--- src/rtl/bitscan_pkg.sv ---
// ============================================================================
// Module  : bitscan_pkg
// Brief   : Shared FSM state type and index-width helper for bitscan_encoder.
// Revision: 1.0
// ============================================================================
`default_nettype none

package bitscan_pkg;

  typedef enum logic [0:0] {
    IDLE = 1'b0,
    SCAN = 1'b1
  } state_t;

  // Index width for an n-bit vector; never narrower than one bit.
  function automatic int idx_width(input int n);
    return (n <= 2) ? 1 : $clog2(n);
  endfunction

endpackage

`default_nettype wire

--- src/rtl/ffs_n.sv ---
// ============================================================================
// Module  : ffs_n
// Brief   : Combinational find-first-set over N bits with selectable priority,
//           plus a flag that is high when exactly one bit is set.
// Revision: 1.0
// ============================================================================
`default_nettype none

module ffs_n
  import bitscan_pkg::*;
#(
  parameter int N         = 8,
  parameter bit LSB_FIRST = 1'b1,
  localparam int W        = idx_width(N)
) (
  input  logic [N-1:0] vec,
  output logic [W-1:0] idx,
  output logic         single
);

  // Later loop iterations overwrite earlier ones, so the scan direction
  // decides which set bit wins.
  generate
    if (LSB_FIRST) begin : g_lsb_first
      always_comb begin
        idx = '0;
        for (int i = N - 1; i >= 0; i--) begin
          if (vec[i]) idx = W'(i);
        end
      end
    end else begin : g_msb_first
      always_comb begin
        idx = '0;
        for (int i = 0; i < N; i++) begin
          if (vec[i]) idx = W'(i);
        end
      end
    end
  endgenerate

  assign single = (vec != '0) && ((vec & (vec - N'(1))) == '0);

endmodule

`default_nettype wire

--- src/rtl/bitscan_encoder.sv ---
// ============================================================================
// Module  : bitscan_encoder
// Brief   : Registered bit-scan encoder; reports the index of every set bit of
//           an accepted vector, one index per output handshake.
//           Optional: BITSCAN_ENC_ZERO_REPORT_EN (all-zero vector -> one beat).
// Revision: 1.0
// ============================================================================
`default_nettype none

module bitscan_encoder
  import bitscan_pkg::*;
#(
  parameter int N         = 8,
  parameter bit LSB_FIRST = 1'b1,
  localparam int W        = idx_width(N)
) (
  input  logic         clk,
  input  logic         rst_n,
  input  logic         en,
  input  logic         in_valid,
  output logic         in_ready,
  input  logic [N-1:0] in_vec,
  output logic         out_valid,
  input  logic         out_ready,
  output logic [W-1:0] out_idx,
  output logic         out_last,
  output logic         out_zero
);

  state_t         state, state_next;
  logic [N-1:0]   pending, pending_next;
  logic [N-1:0]   clr_mask;
  logic [W-1:0]   sel_idx;
  logic           sel_single;
  logic           accept;
  logic           fire;
  logic           zero_beat;

  ffs_n #(
    .N         (N),
    .LSB_FIRST (LSB_FIRST)
  ) u_ffs (
    .vec    (pending),
    .idx    (sel_idx),
    .single (sel_single)
  );

`ifdef BITSCAN_ENC_ZERO_REPORT_EN
  // An all-zero vector parks in SCAN with nothing pending for exactly one beat.
  assign zero_beat = (state == SCAN) && (pending == '0);
`else
  assign zero_beat = 1'b0;
`endif

  assign in_ready  = rst_n && en && (state == IDLE);
  assign out_valid = en && (state == SCAN);
  assign out_idx   = sel_idx;
  assign out_last  = sel_single || zero_beat;
  assign out_zero  = zero_beat;

  assign accept   = en && (state == IDLE) && in_valid;
  assign fire     = en && (state == SCAN) && out_ready;
  assign clr_mask = N'(1) << sel_idx;

  always_comb begin
    state_next   = state;
    pending_next = pending;
    case (state)
      IDLE: begin
        if (accept) begin
          pending_next = in_vec;
`ifdef BITSCAN_ENC_ZERO_REPORT_EN
          state_next = SCAN;
`else
          if (in_vec != '0) state_next = SCAN;
`endif
        end
      end
      SCAN: begin
        if (fire) begin
          pending_next = pending & ~clr_mask;
          if (out_last) state_next = IDLE;
        end
      end
      default: begin
        state_next   = IDLE;
        pending_next = '0;
      end
    endcase
  end

  always_ff @(posedge clk) begin
    if (!rst_n) begin
      state   <= IDLE;
      pending <= '0;
    end else begin
      state   <= state_next;
      pending <= pending_next;
    end
  end

endmodule

`default_nettype wire

--- config.mk ---
export PLATFORM = sky130hd
export DESIGN_NAME = bitscan_encoder
export DESIGN_NICKNAME = d
export VERILOG_FILES = /design/src/rtl/bitscan_pkg.sv /design/src/rtl/ffs_n.sv /design/src/rtl/bitscan_encoder.sv
export SDC_FILE = /design/constraint.sdc
export NUM_CORES = 1
export LEC_CHECK = 0
export CAP_MARGIN = 20
export CELL_PAD_IN_SITES_DETAIL_PLACEMENT = 1
export CELL_PAD_IN_SITES_GLOBAL_PLACEMENT = 2
export CORE_MARGIN = 10
export CORE_UTILIZATION = 27
export CTS_CLUSTER_DIAMETER = 200
export DETAILED_ROUTE_END_ITERATION = 16
export PLACE_DENSITY = 0.81
export SYNTH_ARGS = -nofsm -noshare
export SYNTH_HDL_FRONTEND = slang
export SYNTH_SLANG_ARGS = --single-unit
--- constraint.sdc ---
create_clock -name clk -period 3.05 [get_ports clk]
set_input_delay 0.305 -clock clk [delete_from_list [all_inputs] [get_ports clk]]
set_output_delay 0.305 -clock clk [all_outputs]
set_load 0.05 [all_outputs]
==> reports/metrics.cfg <==
[cts]
postCtsSetupBuffers=0
cts.clk_slew.worst_paths_ps=60
cts_made_buffers=3
clock_latency_ps=270
h-tree-depth=1
cts_hold_buf=0
clock_sinks=9
cts.repair.resized=0
clockBufferDepth=2
cts_tree=built
cts_root_buffer=clkbuf_4

[placement]
dp_cells=123
hpwlAfterDp_mm=1.62
port_buffers=18
placed_cell_area_um2=835
gp_congestion=0.754

[floorplanning]
core_area_um2=2280
chipHeight_um=69.7
die_w_um=69.7
io_pins=20
start_util_pct=29.3
num_rows=17
die-area_um2=4860

[drt]
route.detailed.drc=0
final_antenna_net_count=0
via_per_inst=5.28
wl_mm=2.03
firstDrtPassIters=2
drtIter0Drc=1
via_count=671
wl_per_cell_um=16.0

[layout]
area_growth_pct=29.1
fin_area_um2=861
fin_cells=127
nets=113
post-route-util_pct=37.8
drive_gt1_share_pct=9.09
final_cell_mix=clkdlybuf4s50_1 (17), a21oi_1 (9), dfxtp_1 (9)
layout_commonest_cell=clkdlybuf4s50_1
n_fill_cell=279
diodes=0

[sta]
whs_ps=553
fin_crit_sh_pct=85.6
setup_viol=0
rsz0062_at_grt=false
hold_viol_final=0
min_period_ps=2610
final_max_slew_viol_count=0
max_freq_ghz=0.383
worst_pin_slew_ps=507
finClkSkew_ps=2.08
tns_ps=0
slew_headroom_pct=66.1

[grt]
gr-total-overflow=0
grt_antenna_before_repair=0
grt_pass1_wl_mm=3.35
first_global_vias=724
grt_use_total_pct=8.37
grt_max_degree=13

[logic_synthesis]
syn-cell-area_um2=667
ys_ff_latch=9
synth-edff-count=0
synthFlopType=dfxtp_1
synth_area_leaders=dfxtp_1 (27%), a21oi_1 (6.8%), nand2_1 (3.9%)
yosysSeqAreaShare_pct=27.0
synth_top_area_share_pct=27.0
synth_nets=97
yosys.area.top_type=dfxtp_1
synthDistinctLibCells=36
synthArstFlopShare_pct=0
syn_inst=84
avgSynthCellArea_um2=7.94
ys_warn_count=0

[power_and_ir_drop]
pwr-share-comb_pct=38.1
peakVddDrop_v=0.000305
power_density_nw_per_um2=443
pwr-share-seq_pct=36.3
power.switching_mw=0.146
swShare_pct=38.3
p_leak_nw=0.297
clock_power_share_pct=25.6
p_int_mw=0.236

[job]
cap_violations=0

[setup_path]
critical_path_class=reg2out
crit_required_ps=2740
startpoint=pending[0]
reg2reg_setup_slack_ps=1070
rr_worst_depth=4
worstPathMaxFanout=10
arrival_ps=2300
reg2reg_from=pending[0]
critPathCapture=out_idx[2]
endpoint_kind=primary output
reg2reg_to=state
startpoint_type=register

[run_status]
status=completed

[min_path]
hold_path_class=reg2reg

-- area by class of cell --
class | instances | area (µm²) | share of cell area, %
inverter | 2 | 7.51 | 0.872
tap | 28 | 35.0 | 4.07
multi-input combinational | 66 | 434 | 50.4
clock buffer | 4 | 26.3 | 3.05
timing repair buffer | 18 | 178 | 20.6
sequential | 9 | 180 | 20.9
-- power by group through the flow --
| stage | logic (mW) | registers [mW] | clock network (mW) |
|---|---|---|---|
| floorplan | 0.109 | 0.132 | 0 |
| global placement | 0.146 | 0.141 | 0 |
| detailed placement | 0.147 | 0.141 | 0 |
| CTS | 0.147 | 0.139 | 0.0999 |
| global route | 0.157 | 0.141 | 0.106 |
| finish | 0.146 | 0.138 | 0.0976 |
-- kinds of logic after synthesis --
family	Yosys count	synth area share, %
AND/OR/NAND/NOR	32	27.6
AO/OA/AOI/OAI	30	32.5
buffers and inverters	9	7.88
flip-flops	9	27.0
multiplexers	2	3.00
adder cells (fa/ha/maj)	1	1.50
other	1	0.562
-- stage by stage --
stage	setup slack, ps	total power, mW
after global routing	304	0.404
after detailed placement	724	0.288
after floorplan	378	0.242
after CTS	424	0.386
final	440	0.382
after global placement	763	0.287
-- metal layers --
layer  wire length [µm]  share of wire [%]  vias to the layer above  GRT usage (%)
li1                   -                  -                      340              -
met4                 60                3.0                        0           3.04
met3                 71                3.5                        8           3.57
met1                889                 44                      310           8.74
met2               1010                 50                       13           14.5
met5                  0                  0                        -              0
-- flip-flops by register name, indices dropped and copies added, names as in the netlist --
name,cells
pending,8
state,1
-- synthesized netlist by cell type (2+ instances only) --
master	n
clkbuf_1	4
o31a_1	2
inv_1	2
nand2_1	7
and2_1	3
nor4_1	2
a211oi_1	2
dfxtp_1	9
o21ai_1	2
nor3_1	4
nor2b_1	3
or3b_2	2
and3_1	2
a21oi_1	9
nor2_1	5
o21ai_0	2
buf_6	2
mux2i_1	2
o21a_1	3
-- worst min-delay path by stage --
stage	from	endpoint	slack, ps	depth (start not counted)
final	pending[3]	pending[3]	550	2
after global routing	pending[3]	pending[3]	600	2
after CTS	pending[3]	pending[3]	560	2
after detailed placement	pending[3]	pending[3]	550	2
after global placement	pending[3]	pending[3]	560	2
after floorplan	rst_n	pending[4]	420	1
-- critical path, cell delays in order (launching register included) --
cell,delay [ps]
dfxtp_1,390
or4_4,620
a21oi_1,190
clkdlybuf4s50_1,840
No activity file was read; power rests on OpenSTA's default activity.
==> patch 1: new RTL, same flow settings <==
The option `BITSCAN_ENC_ZERO_REPORT_EN` is turned on by a define.
--- a/src/rtl/bitscan_encoder.sv
+++ b/src/rtl/bitscan_encoder.sv
@@ -8,2 +8,4 @@
 `default_nettype none
+
+`define BITSCAN_ENC_ZERO_REPORT_EN
 
Behaviour: not the same (a bounded check fails within 4 cycles, from zero or initial values and one cycle with rst_n low).
==> patch 1 against the unedited design <==
  * Wire length decreased by 1.1%
  * Power up 6.7%
  * Sequential cell count unchanged
  * Area after synthesis decreased by 1.1%
  * Combinational power up 19%
  * Sequential share of layout area decreased by 0.87 points
  * Worst setup slack got worse by 0.21 ns
  * Design area increased by 4.4%
  * First-iteration DRC count rose to 7.0 times the old value
  * Fmax decreased by 7.4%
  * Register-to-register slack improved by 0.25 ns
  * Non-clock buffer count is 3 higher
  * Cell count up 7.1%
==> patch 1: results (changes against the unedited design) <==
FF+latch area=180.2 um2 (unchanged); worst flop-to-flop path endpoint=pending[3] (was state); Final Non-Filler Cells=136 (was 127); r2r startpoint=state (was pending[0]); Non-clk bufs=21 (was 18); placed cell areas=872.1 um2 (was 834.6 um2); grt ovf=0 (unchanged); Die Wd=69.42 um (was 69.70 um); synth cell count leaders=9 x dfxtp_1, 9 x nor2_1, 8 x a21oi_1, 8 x nand2_1 (was 9 x a21oi_1, 9 x dfxtp_1, 7 x nand2_1, 5 x nor2_1); fraction of layout cells with a size suffix above 1=12.04% (was 9.091%); initial antenna violation count=0 (unchanged); vias in the first global route=722 (was 724); worst hold start=pending[0] (was pending[3]); Worst Slack Setup Final=0.2310 ns (was 0.4402 ns); port buffer count=19 (was 18); GP Congestion=0.8867 (was 0.7539); CP endpoint=out_last (was out_idx[2]); Multi-input gate area=440.4 um2 (was 434.2 um2); number of multi-input logic gates=71 (was 66); Design Area, Final=898.4 um2 (was 860.8 um2); drt pass-1 iters=3 (was 2); clk cell area share=2.925% (was 3.052%); critical path's slowest cell=clkdlybuf4s50_1 (unchanged); overall global routing resource usage=8.383% (was 8.369%); status=completed (unchanged); clock root buffer=clkbuf_4 (unchanged); Via density=5.125 (was 5.283); flop-to-flop setup slack=1.32 ns (was 1.07 ns); Leak=0.3280 nW (was 0.2974 nW); Reg2Reg Depth=6 (was 4); Wirelength per Cell=14.74 um (was 15.96 um); Syn Inst Count=87 (was 84); syn nets=100 (was 97); largest net degree at the start of global routing=12 (was 13); number of fill cells in the layout=291 (was 279); first-pass GRT wire length=3408 um (was 3353 um); synth top area cells=dfxtp_1 27%, a21oi_1 6.1%, nor2_1 5.1% (was dfxtp_1 27%, a21oi_1 6.8%, nand2_1 3.9%); DP Wirelength=1599 um (was 1625 um); Non-clk invs=3 (was 2); DRT iter0 DRCs=7 (was 1); setup skew after layout=0.0007536 ns (was 0.002082 ns); slew margin rel.=66.10% (was 66.06%); pre-CTS setup slack=0.5073 ns (was 0.7242 ns); num sequential=9 (unchanged); crit path max fanout=9 (was 10); M1 WL=981 um (was 889 um); non-clk buf share=22.84% (was 20.64%); Largest stage delay, worst path=0.85 ns; Setup crit start=pending[2] (was pending[0]); WHS Endpoint=pending[0] (was pending[3]); worst hold slack=0.5480 ns (was 0.5527 ns); Yosys cell types=35 (was 36); Cells after DPL=132 (was 123); wire length on met2=951 um (was 1006 um); sequential fraction of the synthesis area=27.32% (was 27.02%); nets@finish=122 (was 113); Max IR drop VDD=0.2829 mV (was 0.3045 mV); Detail Route met3 WL=62 um (was 71 um)
## patch 1: cell types whose count changed after synthesis, moves of 3 or more
cell / unedited run / this run
a22oi_1: 1 / 4
a21boi_0: 1 / 4
nor2_1: 5 / 9
clkbuf_1: 4 / 1
## patch 1: layer usage
metal	vias up	GRT usage, %
met5	-	0
met4	0	3.326
met3	2	2.568
met2	10	12.50
met1	325	10.79
li1	360	-
## patch 1: logic make-up after synthesis
| group | count (synthesis) | share of synthesized area [%] |
|---|---|---|
| AO/OA/AOI/OAI | 29 | 30.17 |
| XOR/XNOR | 1 | 1.329 |
| buffers and inverters | 7 | 5.881 |
| flip-flops | 9 | 27.32 |
| multiplexers | 1 | 1.708 |
| AND/OR/NAND/NOR | 40 | 33.59 |
## patch 1: power breakdown
part	switching [mW]	internal (mW)
Sequential	0.0126	0.124
Clock	0.0460	0.0505
Combinational	0.101	0.0729
Total	0.159	0.248
==> patch 2: new RTL, same flow settings <==
Without the edit above. Make the reset (`rst_n`) asynchronous in one clocked block.
--- a/src/rtl/bitscan_encoder.sv
+++ b/src/rtl/bitscan_encoder.sv
@@ -91,3 +91,3 @@
 
-  always_ff @(posedge clk) begin
+  always_ff @(posedge clk or negedge rst_n) begin
     if (!rst_n) begin
Formal check against the unedited RTL: differs if rst_n is asserted again (counterexample within 4 cycles, from zero or initial values and one cycle with rst_n low); with rst_n held inactive, the same outputs for 10 cycles.
==> patch 2 against the unedited design <==
  * Sequential cell count unchanged
  * Area after synthesis increased by 1.7%
  * Global-route usage increased by 0.12 points
  * Design area increased by 3.8%
  * Critical endpoint is now out_last
  * Wire length increased by 1.3%
  * Critical path type unchanged
  * Worst setup slack got worse by 0.19 ns
  * Non-clock buffer count increased by 1
  * Hold slack got worse by 0.17 ns
  * Highest routed layer unchanged
Power is not compared: it rests on default switching activity, and its combinational part moved more than twofold at a synthesized area within 25%.
==> patch 2: results (changes against the unedited design) <==
DP Wirelength=1684 um (was 1625 um); overall global routing resource usage=8.485% (was 8.369%); syn nets=90 (was 97); via count=658 (was 671); slew margin rel.=65.01% (was 66.06%); Top FF cell, synth=dfrtp_1 (was dfxtp_1); status=completed (unchanged); r2r startpoint=state (was pending[0]); Worst Hold Class=primary input to async pin (was flop to flop); DRT iter0 DRCs=8 (was 1); Largest stage delay, worst path=0.81 ns (was 0.84 ns); Reg2Reg Depth=5 (was 4); largest net degree at the start of global routing=14 (was 13); Routed Wire Length=2054 um (was 2027 um); nets@finish=110 (was 113); Yosys cell types=31 (was 36); Syn Area/Cell=8.807 um2 (was 7.939 um2); flop-to-flop setup slack=1.16 ns (was 1.07 ns); setup skew after layout=0.01244 ns (was 0.002082 ns); sequential fraction of the synthesis area=33.21% (was 27.02%); fraction of layout cells with a size suffix above 1=12.50% (was 9.091%); GP Congestion=0.7193 (was 0.7539); drt pass-1 iters=4 (was 2); Synth async-reset ratio=100.0% (was 0%); synth top area cells=dfrtp_1 33%, nand2_1 5.5%, a22o_1 5.2% (was dfxtp_1 27%, a21oi_1 6.8%, nand2_1 3.9%)
==> patch 2: worst max-delay path by stage <==
stage	start	to	slack [ns]	depth (start not counted)
6_report	pending[3]	out_last	0.25	5
5_1_grt	pending[1]	out_last	0.14	5
4_1_cts	pending[3]	out_last	0.22	5
3_3_place_gp	pending[1]	out_last	0.55	5
3_5_place_dp	pending[1]	out_last	0.53	5
2_1_floorplan	pending[3]	out_last	0.84	4
==> patch 2: metal layers <==
metal / global-route usage, % / part of all wire [%] / up-vias
li1: - / - / 322
met2: 14.90 / 53 / 13
met5: 0 / 0 / -
met3: 2.542 / 3.3 / 2
met1: 9.249 / 43 / 321
met4: 3.289 / 1.0 / 0
==> patch 2: through the flow <==
stage / setup WS (ns) / cell area, um2 / hold WS [ns] / power [mW]
floorplan: 0.8358 / 678.2 / 0.009409 / 0.7502
global placement: 0.5514 / 865.8 / 0.6006 / 0.9260
detailed placement: 0.5313 / 865.8 / 0.6148 / 0.9345
CTS: 0.2219 / 893.4 / 0.3961 / 1.034
global route: 0.1356 / 893.4 / 0.4052 / 1.096
finish: 0.2496 / 893.4 / 0.3853 / 1.018
==> patch 2: cells by family (layout without fill, tap and decap cells) <==
kind of cell | count (synthesis) | after routing | synth area share, %
and+or+nand+nor | 36 | 36 | 28.05
AOI/OAI and AO/OA | 24 | 24 | 29.89
DFF | 9 | 9 | 33.21
buffers and inverters | 6 | 25 | 6.642
other | 1 | 1 | 0.5530
muxes | 1 | 1 | 1.660
==> patch 2: final cells by class <==
type                       instances  area share, %
inverter                           2         0.8403
tap                               30          4.202
clock buffer                       3          2.521
sequential                         9          25.21
clock inverter                     1         0.5602
multi-input combinational         62          45.66
timing repair buffer              19          21.01
